<file path="src/rtl/alu_defs_pkg.sv">
// rtl/alu_defs_pkg.sv - shared R-type opcode/funct constants and fetch FSM states
package alu_defs_pkg;

    localparam logic [5:0]  OPC_RTYPE = 6'b000000;
    localparam logic [5:0]  FUNCT_ADD = 6'b100000;
    localparam logic [5:0]  FUNCT_SUB = 6'b100010;
    localparam logic [5:0]  FUNCT_AND = 6'b100100;
    localparam logic [5:0]  FUNCT_OR  = 6'b100101;
    localparam logic [5:0]  FUNCT_SLT = 6'b101010;
    localparam logic [5:0]  FUNCT_SRL = 6'b000010;
    localparam logic [31:0] HALT_WORD = 32'hFFFF_FFFF;

    typedef enum logic [2:0] {
        IDLE   = 3'd0,
        REQ    = 3'd1,
        WAIT   = 3'd2,
        DEC    = 3'd3,
        ISSUE  = 3'd4,
        HALTED = 3'd5
    } fetch_state_t;

    // True for the funct codes the downstream ALU implements
    function automatic logic is_supported_funct(input logic [5:0] f);
        return (f == FUNCT_ADD) || (f == FUNCT_SUB) || (f == FUNCT_AND) ||
               (f == FUNCT_OR)  || (f == FUNCT_SLT) || (f == FUNCT_SRL);
    endfunction

endpackage

</file>
<file path="src/rtl/rtype_field_decoder.sv">
// rtl/rtype_field_decoder.sv - combinational split of an instruction word into R-type fields
module rtype_field_decoder
    import alu_defs_pkg::*;
(
    input  logic [31:0] ir,
    output logic [4:0]  rs,
    output logic [4:0]  rt,
    output logic [4:0]  rd,
    output logic [4:0]  shamt,
    output logic [5:0]  funct,
    output logic        is_halt,
    output logic        is_legal
);

    assign rs    = ir[25:21];
    assign rt    = ir[20:16];
    assign rd    = ir[15:11];
    assign shamt = ir[10:6];
    assign funct = ir[5:0];

    // HALT takes priority; it would otherwise look like an illegal opcode
    assign is_halt  = (ir == HALT_WORD);
    assign is_legal = !is_halt && (ir[31:26] == OPC_RTYPE) && is_supported_funct(ir[5:0]);

endmodule

</file>
<file path="src/rtl/rtype_fetch_issue.sv">
// rtl/rtype_fetch_issue.sv - fetches, filters and issues R-type words to the ALU
module rtype_fetch_issue
    import alu_defs_pkg::*;
#(
    parameter int PC_W  = 6,
    parameter int CNT_W = 16
) (
    input  logic             clk,
    input  logic             reset,
    input  logic             start,
    output logic [PC_W-1:0]  imem_addr,
    input  logic [31:0]      imem_rdata,
    output logic [4:0]       rs,
    output logic [4:0]       rt,
    output logic [4:0]       rd,
    output logic [4:0]       shamt,
    output logic [5:0]       funct,
    output logic             alu_valid,
    input  logic             alu_ready,
    output logic             illegal,
    output logic             halted,
    output logic [PC_W-1:0]  pc,
    output logic [CNT_W-1:0] issued_cnt
);

    fetch_state_t state, state_nxt;
    logic [31:0]  ir;

    logic [4:0] dec_rs, dec_rt, dec_rd, dec_shamt;
    logic [5:0] dec_funct;
    logic       dec_halt, dec_legal;

    // Control strobes produced by the FSM output process
    logic clear_run, load_ir, load_fields, skip_word, enter_halt, accept;

    rtype_field_decoder u_dec (
        .ir       (ir),
        .rs       (dec_rs),
        .rt       (dec_rt),
        .rd       (dec_rd),
        .shamt    (dec_shamt),
        .funct    (dec_funct),
        .is_halt  (dec_halt),
        .is_legal (dec_legal)
    );

    // The ROM registers its address itself, so the address simply follows pc
    assign imem_addr = pc;

    // State register
    always_ff @(posedge clk or posedge reset) begin
        if (reset) state <= IDLE;
        else       state <= state_nxt;
    end

    // Next-state logic
    always_comb begin
        state_nxt = state;
        case (state)
            IDLE:    if (start) state_nxt = REQ;
            REQ:     state_nxt = WAIT;
            WAIT:    state_nxt = DEC;
            DEC:     state_nxt = dec_halt ? HALTED : (dec_legal ? ISSUE : REQ);
            ISSUE:   if (alu_valid && alu_ready) state_nxt = REQ;
            HALTED:  if (start) state_nxt = REQ;
            default: state_nxt = IDLE;
        endcase
    end

    // Per-state control strobes
    always_comb begin
        clear_run   = 1'b0;
        load_ir     = 1'b0;
        load_fields = 1'b0;
        skip_word   = 1'b0;
        enter_halt  = 1'b0;
        accept      = 1'b0;
        case (state)
            IDLE, HALTED: clear_run = start;
            WAIT:         load_ir   = 1'b1;
            DEC: begin
                enter_halt  = dec_halt;
                load_fields = dec_legal;
                skip_word   = !dec_halt && !dec_legal;
            end
            ISSUE:        accept = alu_valid && alu_ready;
            default: ;
        endcase
    end

    // Datapath: IR, PC, issue fields, sticky flags and issue counter
    always_ff @(posedge clk or posedge reset) begin
        if (reset) begin
            ir         <= '0;
            pc         <= '0;
            rs         <= '0;
            rt         <= '0;
            rd         <= '0;
            shamt      <= '0;
            funct      <= '0;
            alu_valid  <= 1'b0;
            illegal    <= 1'b0;
            halted     <= 1'b0;
            issued_cnt <= '0;
        end else begin
            if (clear_run) begin
                pc         <= '0;
                illegal    <= 1'b0;
                halted     <= 1'b0;
                issued_cnt <= '0;
            end
            if (load_ir) ir <= imem_rdata;
            if (enter_halt) halted <= 1'b1;
            if (skip_word) begin
                illegal <= 1'b1;
                pc      <= pc + PC_W'(1);
            end
            if (load_fields) begin
                rs        <= dec_rs;
                rt        <= dec_rt;
                rd        <= dec_rd;
                shamt     <= dec_shamt;
                funct     <= dec_funct;
                alu_valid <= 1'b1;
            end
            if (accept) begin
                alu_valid  <= 1'b0;
                pc         <= pc + PC_W'(1);
                issued_cnt <= issued_cnt + CNT_W'(1);
            end
        end
    end

endmodule
</file>
<file path="config.mk">
export PLATFORM = sky130hd
export DESIGN_NAME = rtype_fetch_issue
export DESIGN_NICKNAME = d
export VERILOG_FILES = /design/src/rtl/alu_defs_pkg.sv /design/src/rtl/rtype_field_decoder.sv /design/src/rtl/rtype_fetch_issue.sv
export SDC_FILE = /design/constraint.sdc
export NUM_CORES = 1
export LEC_CHECK = 0
export ABC_AREA = 1
export CORE_MARGIN = 4
export CORE_UTILIZATION = 30
export DETAILED_ROUTE_END_ITERATION = 8
export PLACE_DENSITY_LB_ADDON = 0.12
export SLEW_MARGIN = 25
export SYNTH_ARGS = -nofsm -noshare
export SYNTH_HDL_FRONTEND = slang
export SYNTH_SLANG_ARGS = --single-unit
</file>
<file path="constraint.sdc">
create_clock -name clk -period 5.32 [get_ports clk]
set_input_delay 1.33 -clock clk [delete_from_list [all_inputs] [get_ports clk]]
set_output_delay 1.33 -clock clk [all_outputs]
set_load 0.05 [all_outputs]
</file>
# Word level (Yosys, flattened, before mapping)
# Cells that the tools add are included.
[word_totals]
mem_bits_ro = 0
word_cells = 69
mem_count = 0
ram_bits = 0
in_bits = 36
latchBits = 0
register_bits = 86
[op_classes]
n_mux = 21
div = 0
bitwise_logic = 0
order_cmp = 0
n_mul = 0
reduce_logical = 20
shifts = 0
n_eq_ne = 14
addsub = 2
[ops]
columns = ["cell", "count"]
rows = [
  ["$eq 32x32->1 const B", 1],
  ["$mux 16", 2],
  ["$eq 6x6->1 const B", 5],
  ["$mux 6", 3],
  ["$add 16x1->16 const B", 1],
  ["$pmux 3 s5", 1],
  ["$mux 3", 4],
  ["$mux 1", 11],
  ["$reduce_bool 2->1", 4],
  ["$add 6x1->6 const B", 1],
  ["$eq 3x2->1 const B", 2],
  ["$eq 3x3->1 const B", 2],
  ["$eq 6x2->1 const B", 1],
  ["$logic_not 6->1", 1],
  ["$logic_or 1x1->1", 5],
  ["$logic_and 1x1->1", 4],
  ["$eq 3x1->1 const B", 1],
  ["$logic_not 3->1", 1],
  ["$reduce_bool 3->1", 1],
  ["$logic_not 1->1", 2],
  ["$ne 2x1->1 const B", 1],
  ["$ne 2x2->1 const B", 1],
  ["$reduce_and 2->1", 1],
  ["$reduce_or 2->1", 1],
]

# Longest topological paths before layout
# Gate-level depths: netlist of the first run.
[logic_depth]
word_depth = 12
ltp_mapped = 9
depth_no_buf = 9

# Cells and area by module
# A second synthesis of the first run with hierarchy kept.
[hier_totals]
cells_unflattened = 473
area_unflattened_um2 = 4259.1
[modules_own_cells]
columns = ["module", "seq_area_each_um2", "area_each_um2", "n_inst", "cells_per_inst"]
rows = [
  ["rtype_fetch_issue", 2152.1, 3877.5, 1, 404],
  ["rtype_field_decoder", 0.0, 381.6, 1, 69],
]

# Worst setup path after synthesis of the first run
# Ideal clock, no wire load.
[synth_path]
kind = "register to output"
from = "register pc[2], in the netlist imem_addr[2]"
to = "output port pc[2]"
required_ns = 3.990
setup_slack_ns = 3.018
path_buffers = 1
t_arrival_ns = 0.972
path_stages_with_launch = 2
path_cell_list = "dfrtp_1 > buf_4"
[synth_rtl]
columns = ["element", "line_no", "source"]
rows = [
  ["start, declared", "rtype_fetch_issue.sv:22", "output logic [PC_W-1:0] pc,"],
  ["start signal, assigned", "rtype_fetch_issue.sv:116", "pc <= pc + PC_W'(1);"],
  ["start signal, assigned", "rtype_fetch_issue.sv:128", "pc <= pc + PC_W'(1);"],
]
# No word-level cell between the ends.

# Worst setup path in the final report of the first run
[layout_path]
from = "register issued_cnt[13]"
to = "output port issued_cnt[13]"
[layout_rtl]
columns = ["element", "line_no", "source"]
rows = [
  ["start, declared", "rtype_fetch_issue.sv:23", "output logic [CNT_W-1:0] issued_cnt"],
  ["start signal, assigned", "rtype_fetch_issue.sv:129", "issued_cnt <= issued_cnt + CNT_W'(1);"],
]
# No word-level cell between the ends.

==> results of run 1 <==
==> area by class of cell <==
cell class / instances / area [sq um] / share of cell area
repair buffers: 94 / 936 / 0.182
multi-input cells: 280 / 1450 / 0.282
clock inverters: 6 / 61.3 / 0.0119
clock buffers: 10 / 239 / 0.0465
flip-flops and latches: 86 / 2150 / 0.419
well taps: 168 / 210 / 0.0409
inverters: 24 / 91.3 / 0.0178
==> kinds of logic after synthesis <==
kind of cell	count (synthesis)	share of synthesized area
buffers and inverters	41	0.0542
xor gates and xnor gates	5	0.0115
AOI/OAI and AO/OA	36	0.0496
adders and majority gates	2	0.00657
DFF	86	0.565
muxes	29	0.0851
and+or+nand+nor	208	0.227
==> through the flow <==
step,utilization,worst slack (ns)
floorplan,-,1.77
global placement,0.396,2.21
detailed placement,0.396,2.19
CTS,0.421,2.33
global route,0.421,2.30
finish,0.421,2.36
==> synth_stat cells (2+ instances only) <==
library cell,instances
buf_4,8
inv_1,20
o21ai_0,15
nand3_1,22
xor2_1,4
nor2_2,2
mux2i_1,2
dfrtp_1,86
nor3_1,3
a21oi_1,14
buf_2,6
buf_6,2
inv_2,4
ha_1,2
nand4_1,2
o21ai_1,3
nor2_1,33
mux2_2,27
nand2_1,140
nand3_2,3
==> final timing paths <==
check	end	cells after the start	slack, ns
worst max-delay path	issued_cnt[13]	1	2.36
worst min-delay path	rd[3]$_DFFE_PP0P_	2	0.48
max in group asynchronous	issued_cnt[13]$_DFFE_PP0P_	3	2.86
worst max register to register	ir[21]$_DFFE_PP0P_	3	3.31
min in group asynchronous	rs[0]$_DFFE_PP0P_	2	1.47
worst min register to register	rd[3]$_DFFE_PP0P_	2	0.48
==> where the power goes <==
part / internal, W / switching, W
registers: 0.000840 / 0.000142
logic: 0.000346 / 0.000506
clock network: 0.000375 / 0.000260
total: 0.00156 / 0.000909
==> layer usage <==
| layer | vias up | track usage | routed length [um] |
|---|---|---|---|
| li1 | 1482 | - | - |
| met1 | 1419 | 0.168 | 4250 |
| met2 | 83 | 0.202 | 4020 |
| met3 | 12 | 0.0458 | 683 |
| met4 | 0 | 0.0694 | 168 |
| met5 | - | 0 | 0 |
==> state kept, by name, indices dropped and copies added, names as in the netlist <==
register and cells:
rd 5, shamt 5, issued_cnt 16, funct 6, rs 5, ir 32
halted 1, state 3, imem_addr 6, rt 5, alu_valid 1, illegal 1
==> impl_metrics.py, run 1 <==
metrics = {
    "outcome": {
        "status": "finished, final reports clean",
    },
    "clock_tree": {
        "clock-root-buffer": "clkbuf_16",
        "cts_tree": "built",
        "numCtsBuffers": 9,
        "cts.htree.levels": 3,
        "clock-sinks": 86,
        "cts_setup_buffers": 0,
        "cts_buffer_depth": 2,
        "cts_resized": 0,
        "insertion_delay_ns": 0.34,
        "cts_hold_buffers": 0,
        "clk_pin_slew_worst_paths_ns": 0.06,
    },
    "yosys": {
        "synth.distinct_cells": 29,
        "ys_warn_count": 0,
        "ys_seq_elements": 86,
        "yosysTopAreaCell": "dfrtp_1",
        "synth_edf_count": 0,
        "syn-num-nets": 445,
        "ys_seq_area_frac": 0.565,
        "synthArstFlopShare": 1.00,
        "syn_area_per_cell_sq_um": 9.35,
        "syn_inst": 407,
        "synth_top_cell_area_share": 0.565,
        "ys_top_cells_by_area": "dfrtp_1, nand2_1, mux2_2, nor2_1, nand3_1",
        "synthesis.area_sq_um": 3810,
        "synthFlopType": "dfrtp_1",
    },
    "worst_setup_path": {
        "critPathTopFamily": "buffers and inverters",
        "timing.rr.start": "state[2]$_DFFE_PP0P_",
        "cp_slowest_cell": "clkdlybuf4s50_1",
        "path_class": "reg2out",
        "crit_chain": "clkdlybuf4s50_1",
        "cp.required_ns": 3.99,
        "crit_fanout": 5,
        "critPathCaptureType": "output port",
        "slowest_delay_ns": 0.84,
        "arrival_ns": 1.63,
        "start_kind": "flip-flop",
        "cp_num_buf_inv": 1,
        "cp-startpoint": "issued_cnt[13]$_DFFE_PP0P_",
    },
    "layout": {
        "design_area_sq_um": 5140,
        "area_growth_pct": 35.0,
        "layout_commonest_cell": "nand2_1",
        "nets": 533,
        "final_cell_mix": "nand2_1, clkdlybuf4s50_1, dfrtp_1",
        "antenna_cells": 0,
        "drive_gt1_frac": 0.114,
        "stdcell_count": 668,
        "fillers": 1264,
    },
    "sta": {
        "tns_ns": 0,
        "slew_viol_final": 0,
        "rsz0062_at_grt": "false",
        "fin_crit_sh": 0.557,
        "relSlewSlack": 0.384,
        "fin_hold_ws_ns": 0.480,
        "finalHoldViolations": 0,
        "fmax_mhz": 338,
        "skew_ns": 0.00442,
        "report.final.setup_viol": 0,
        "worst_slew_pin_slew_ns": 0.923,
        "post-route-min-period_ns": 2.96,
    },
    "drt": {
        "wire_per_inst_um": 13.6,
        "via_per_inst": 4.49,
        "totalWireLength_um": 9120,
        "drc_errors": 0,
        "drt_first_pass_iters": 5,
        "drtAntennaViolNets": 0,
        "num_vias": 2996,
        "drtIter0Drc": 178,
    },
    "place": {
        "place_area_sq_um": 4840,
        "dpl.cell_count": 652,
        "io_buffers": 92,
        "hpwlAfterDp_um": 6320,
        "gp_congestion": 0.793,
    },
    "hold_path": {
        "min_from": "rd[3]$_DFFE_PP0P_",
        "hp-class": "reg2reg",
    },
    "floorplan": {
        "row_count": 40,
        "die_y_um": 121,
        "die_x_um": 121,
        "core_sq_um": 12200,
        "ioPinCount": 93,
        "die_area_sq_um": 14600,
        "initial_core_util": 0.312,
    },
    "global_routing": {
        "grt_pass1_wl_um": 15200,
        "grt_util_all_layers": 0.133,
        "first_global_vias": 3060,
        "grt_max_degree": 52,
        "grt_antenna_before_repair": 0,
        "grt_overflow_total": 0,
    },
    "pwr": {
        "p_leak_nw": 2.35,
        "ir_worst_vdd_uv": 206,
        "p_total_w": 0.00247,
        "powerDensity_nw_per_um2": 481,
    },
    "flow_run": {
        "max_cap_viol_count": 0,
    },
}
No activity file was read; power rests on OpenSTA's default activity.
==> run 2: changes to the inputs <==
==> constraint.sdc (replaced) <==
create_clock -name clk -period 2.44 [get_ports clk]
set_input_delay 0.61 -clock clk [delete_from_list [all_inputs] [get_ports clk]]
set_output_delay 0.61 -clock clk [all_outputs]
set_load 0.05 [all_outputs]
==> impl_metrics.py, run 2 (same netlist as run 1, synthesis figures left out) <==
metrics = {
    "worst_setup_path": {
        "cp_num_buf_inv": 1,
        "critPathTopFamily": "buffers and inverters",
        "slowest_delay_ns": 0.85,
        "start_kind": "flip-flop",
        "critPathCaptureType": "output port",
        "cp_slowest_cell": "clkdlybuf4s50_1",
        "crit_fanout": 5,
        "crit_chain": "clkdlybuf4s50_1",
        "path_class": "reg2out",
        "r2r_slack_ns": 0.82,
        "arrival_ns": 1.64,
        "cp.required_ns": 1.83,
    },
    "layout": {
        "stdcell_count": 671,
        "drive_gt1_frac": 0.119,
        "largest_reg_flops": 32,
        "top_register": "ir",
        "fillers": 1273,
        "register_area_sq_um": 2150,
        "layout_commonest_cell": "nand2_1",
        "area_growth_pct": 35.6,
        "largestRegisters": "ir: 32 flops, issued_cnt: 16 flops",
        "nets": 536,
        "design_area_sq_um": 5160,
        "final_cell_mix": "nand2_1, clkdlybuf4s50_1, dfrtp_1",
        "antenna_cells": 0,
        "multi_input_area_sq_um": 1450,
    },
    "sta": {
        "post-route-min-period_ns": 2.25,
        "rsz0062_at_grt": "false",
        "tns_ns": 0,
        "slew_viol_final": 0,
        "fin_crit_sh": 0.921,
        "fin_ws_ns": 0.194,
        "skew_ns": 0.00853,
        "worst_slew_pin_slew_ns": 0.547,
        "fmax_mhz": 445,
        "relSlewSlack": 0.634,
        "finalHoldViolations": 0,
        "report.final.setup_viol": 0,
    },
    "clock_tree": {
        "insertion_delay_ns": 0.34,
        "cts_resized": 0,
        "numCtsBuffers": 9,
        "cts_hold_buffers": 0,
        "cts_buffer_depth": 2,
        "clock-sinks": 86,
        "cts.htree.levels": 3,
        "clock-root-buffer": "clkbuf_16",
        "cts_tree": "built",
        "clk_pin_slew_worst_paths_ns": 0.06,
        "cts_setup_buffers": 0,
    },
    "drt": {
        "wire_per_inst_um": 13.5,
        "drtAntennaViolNets": 0,
        "drt_first_pass_iters": 4,
        "drtIter0Drc": 151,
        "drc_errors": 0,
        "via_per_inst": 4.45,
        "totalWireLength_um": 9070,
        "num_vias": 2983,
    },
    "floorplan": {
        "die_x_um": 121,
        "initial_core_util": 0.312,
        "core_sq_um": 12200,
        "die_y_um": 121,
        "ioPinCount": 93,
        "row_count": 40,
        "die_area_sq_um": 14600,
    },
    "pwr": {
        "p_seq_frac": 0.402,
        "pwr-share-comb": 0.349,
        "powerDensity_nw_per_um2": 1030,
        "ir_worst_vdd_uv": 566,
        "p_switching_w": 0.00198,
        "p_leak_nw": 2.35,
        "swShare": 0.372,
        "p_total_w": 0.00532,
        "internal-power_w": 0.00334,
        "pwr-share-clk": 0.249,
    },
    "global_routing": {
        "grt_pass1_wl_um": 14900,
        "first_global_vias": 3009,
        "grt_antenna_before_repair": 0,
        "grt_max_degree": 87,
        "grt_overflow_total": 0,
        "grt_util_all_layers": 0.131,
    },
    "outcome": {
        "status": "finished, final reports clean",
    },
    "place": {
        "io_buffers": 92,
        "gp_congestion": 0.766,
        "hpwlAfterDp_um": 6100,
        "dpl.cell_count": 655,
        "post-place-ws_ns": 0.453,
        "place_area_sq_um": 4870,
    },
    "flow_run": {
        "max_cap_viol_count": 0,
    },
    "hold_path": {
        "hp-class": "reg2reg",
    },
}
[run 2: path summary, 6_finish.rpt]
kind / startpoint / to / cells past startpoint
max: issued_cnt[3]$_DFFE_PP0P_ / issued_cnt[3] / 1
min: rt[2]$_DFFE_PP0P_ / rt[2]$_DFFE_PP0P_ / 2
max reg2reg: state[2]$_DFFE_PP0P_ / ir[13]$_DFFE_PP0P_ / 4
min reg2reg: rt[2]$_DFFE_PP0P_ / rt[2]$_DFFE_PP0P_ / 2
max in group asynchronous: reset / ir[14]$_DFFE_PP0P_ / 3
min in group asynchronous: reset / issued_cnt[3]$_DFFE_PP0P_ / 3
[run 2: through the flow]
stage	hold WS, ns	utilization
detailed placement	0.464	0.399
global route	0.504	0.423
global placement	0.465	0.399
CTS	0.486	0.423
finish	0.479	0.423
floorplan	0.458	-
[run 2: layout make-up]
cell class,count,area share
Clock buffer,11,0.0490
Clock inverter,5,0.00655
Tap cell,168,0.0407
Timing Repair Buffer,97,0.188
Inverter,24,0.0182
Sequential cell,86,0.417
Multi-Input combinational cell,280,0.280
[run 2: power groups by stage]
stage,sequential (W),combinational (W),clock [W]
final,0.00214,0.00186,0.00132
after global routing,0.00221,0.00204,0.00143
after CTS,0.00214,0.00189,0.00138
after detailed placement,0.00217,0.00188,0
after global placement,0.00216,0.00187,0
after floorplan,0.00246,0.00106,0
[run 2: layer usage]
layer,up-vias,wire length [um],part of all wire,global-route usage
met3,9,687,0.076,0.0585
met1,1411,4170,0.46,0.163
met5,-,0,0,0
li1,1492,-,-,-
met2,71,4100,0.45,0.206
met4,0,108,0.012,0.0382
==> run 3: changes to the inputs <==
--- a/config.mk
+++ b/config.mk
@@ -10,6 +10,7 @@
 export CORE_UTILIZATION = 30
 export DETAILED_ROUTE_END_ITERATION = 8
 export PLACE_DENSITY_LB_ADDON = 0.12
+export RECOVER_POWER = 50
 export SLEW_MARGIN = 25
 export SYNTH_ARGS = -nofsm -noshare
 export SYNTH_HDL_FRONTEND = slang
==> impl_metrics.py, run 3 (same netlist as run 1, synthesis figures left out) <==
metrics = {
    "outcome": {
        "status": "finished, final reports clean",
    },
    "layout": {
        "largest_reg_flops": 32,
        "layout_commonest_cell": "nand2_1",
        "final_cell_mix": "nand2_1, clkdlybuf4s50_1, dfrtp_1",
        "drive_gt1_frac": 0.107,
        "top_register": "ir",
        "largestRegisters": "ir: 32 flops, issued_cnt: 16 flops",
        "area_growth_pct": 34.5,
        "nets": 536,
        "antenna_cells": 0,
        "stdcell_count": 671,
        "final_util": 0.419,
    },
    "floorplan": {
        "core_sq_um": 12200,
        "ioPinCount": 93,
        "row_count": 40,
        "die_y_um": 121,
        "die_x_um": 121,
        "initial_core_util": 0.312,
        "die_area_sq_um": 14600,
    },
    "worst_setup_path": {
        "critPathTopFamily": "buffers and inverters",
        "crit_chain": "clkdlybuf4s50_1",
        "cp_num_buf_inv": 1,
        "arrival_ns": 1.64,
        "crit_fanout": 5,
        "timing.rr.start": "state[2]$_DFFE_PP0P_",
        "cp-startpoint": "issued_cnt[3]$_DFFE_PP0P_",
        "r2r_slack_ns": 0.35,
        "cp_slowest_cell": "clkdlybuf4s50_1",
        "path_class": "reg2out",
        "critPathCaptureType": "output port",
        "slowest_delay_ns": 0.85,
        "start_kind": "flip-flop",
        "cp.required_ns": 1.83,
    },
    "place": {
        "gp_congestion": 0.766,
        "dpl.cell_count": 655,
        "hpwlAfterDp_um": 6100,
        "io_buffers": 92,
    },
    "drt": {
        "drt_first_pass_iters": 4,
        "wire_per_inst_um": 13.5,
        "totalWireLength_um": 9040,
        "drtIter0Drc": 132,
        "num_vias": 2998,
        "via_per_inst": 4.47,
        "drc_errors": 0,
        "drtAntennaViolNets": 0,
    },
    "clock_tree": {
        "cts_buffer_depth": 2,
        "cts_tree": "built",
        "insertion_delay_ns": 0.34,
        "cts.htree.levels": 3,
        "cts_hold_buffers": 0,
        "cts_resized": 0,
        "cts_setup_buffers": 0,
        "clock-sinks": 86,
        "clock-root-buffer": "clkbuf_16",
        "clk_pin_slew_worst_paths_ns": 0.06,
        "numCtsBuffers": 9,
    },
    "sta": {
        "post-route-min-period_ns": 2.25,
        "tns_ns": 0,
        "skew_ns": 0.00835,
        "worst_slew_pin_slew_ns": 1.20,
        "rsz0062_at_grt": "false",
        "slew_viol_final": 0,
        "fmax_mhz": 445,
        "report.final.setup_viol": 0,
        "relSlewSlack": 0.199,
        "finalHoldViolations": 0,
        "fin_crit_sh": 0.921,
    },
    "global_routing": {
        "use_met3": 0.0585,
        "first_global_vias": 3009,
        "grt_max_degree": 87,
        "grt-busiest-layer": "met2",
        "grt_antenna_before_repair": 0,
        "use_met2": 0.206,
        "grt_overflow_total": 0,
        "grt_pass1_wl_um": 14900,
        "grt_util_all_layers": 0.131,
        "gr-usage-met1": 0.163,
    },
    "hold_path": {
        "min_from": "rt[2]$_DFFE_PP0P_",
        "hp-class": "reg2reg",
    },
    "pwr": {
        "p_leak_nw": 2.34,
        "powerDensity_nw_per_um2": 1030,
        "ir_worst_vdd_uv": 568,
    },
    "flow_run": {
        "max_cap_viol_count": 0,
    },
}
run 3: cell count changes in the layout (fill, tap and decap cells not counted), sizes merged:
cell,change
clkdlybuf4s50,-2
dlygate4sd3,+2
buf,-5
clkbuf,+5
run 3: per-stage QoR:
step | hold slack [ns] | total power [W] | worst slack (ns) | area, sq um
after floorplan | 0.458 | 0.00352 | 0.705 | 3810
after global placement | 0.465 | 0.00402 | 0.487 | 4870
after detailed placement | 0.464 | 0.00405 | 0.453 | 4870
after CTS | 0.486 | 0.00541 | 0.148 | 5160
after global routing | 0.504 | 0.00565 | 0.100 | 5120
final | 0.479 | 0.00529 | 0.193 | 5120
run 3: path summary, 6_finish.rpt:
path	end	depth (start not counted)
worst max register to register	funct[5]$_DFFE_PP0P_	4
min in group asynchronous	issued_cnt[1]$_DFFE_PP0P_	3
max in group asynchronous	ir[14]$_DFFE_PP0P_	3
worst min register to register	rt[2]$_DFFE_PP0P_	2
worst max-delay path	issued_cnt[3]	1
worst min-delay path	rt[2]$_DFFE_PP0P_	2
run 3: power by group:
group / switching (W) / internal [W]
combinational: 0.00109 / 0.000747
sequential: 0.000304 / 0.00183
clock: 0.000577 / 0.000744
total: 0.00197 / 0.00332
run 3: per-layer routing:
layer  wire (um)  vias to the layer above
met5           0                        -
met1        4180                     1421
met3         686                        9
met2        4060                       75
met4         108                        0
li1            -                     1493
run 3: area by class of cell:
type                    count  area, sq um
fillers                  1282         7090
clock buffers              11          253
clock inverters             5         33.8
multi-input cells         280         1430
repair buffers             97          946
flip-flops and latches     86         2150
inverters                  24         93.8
well taps                 168          210
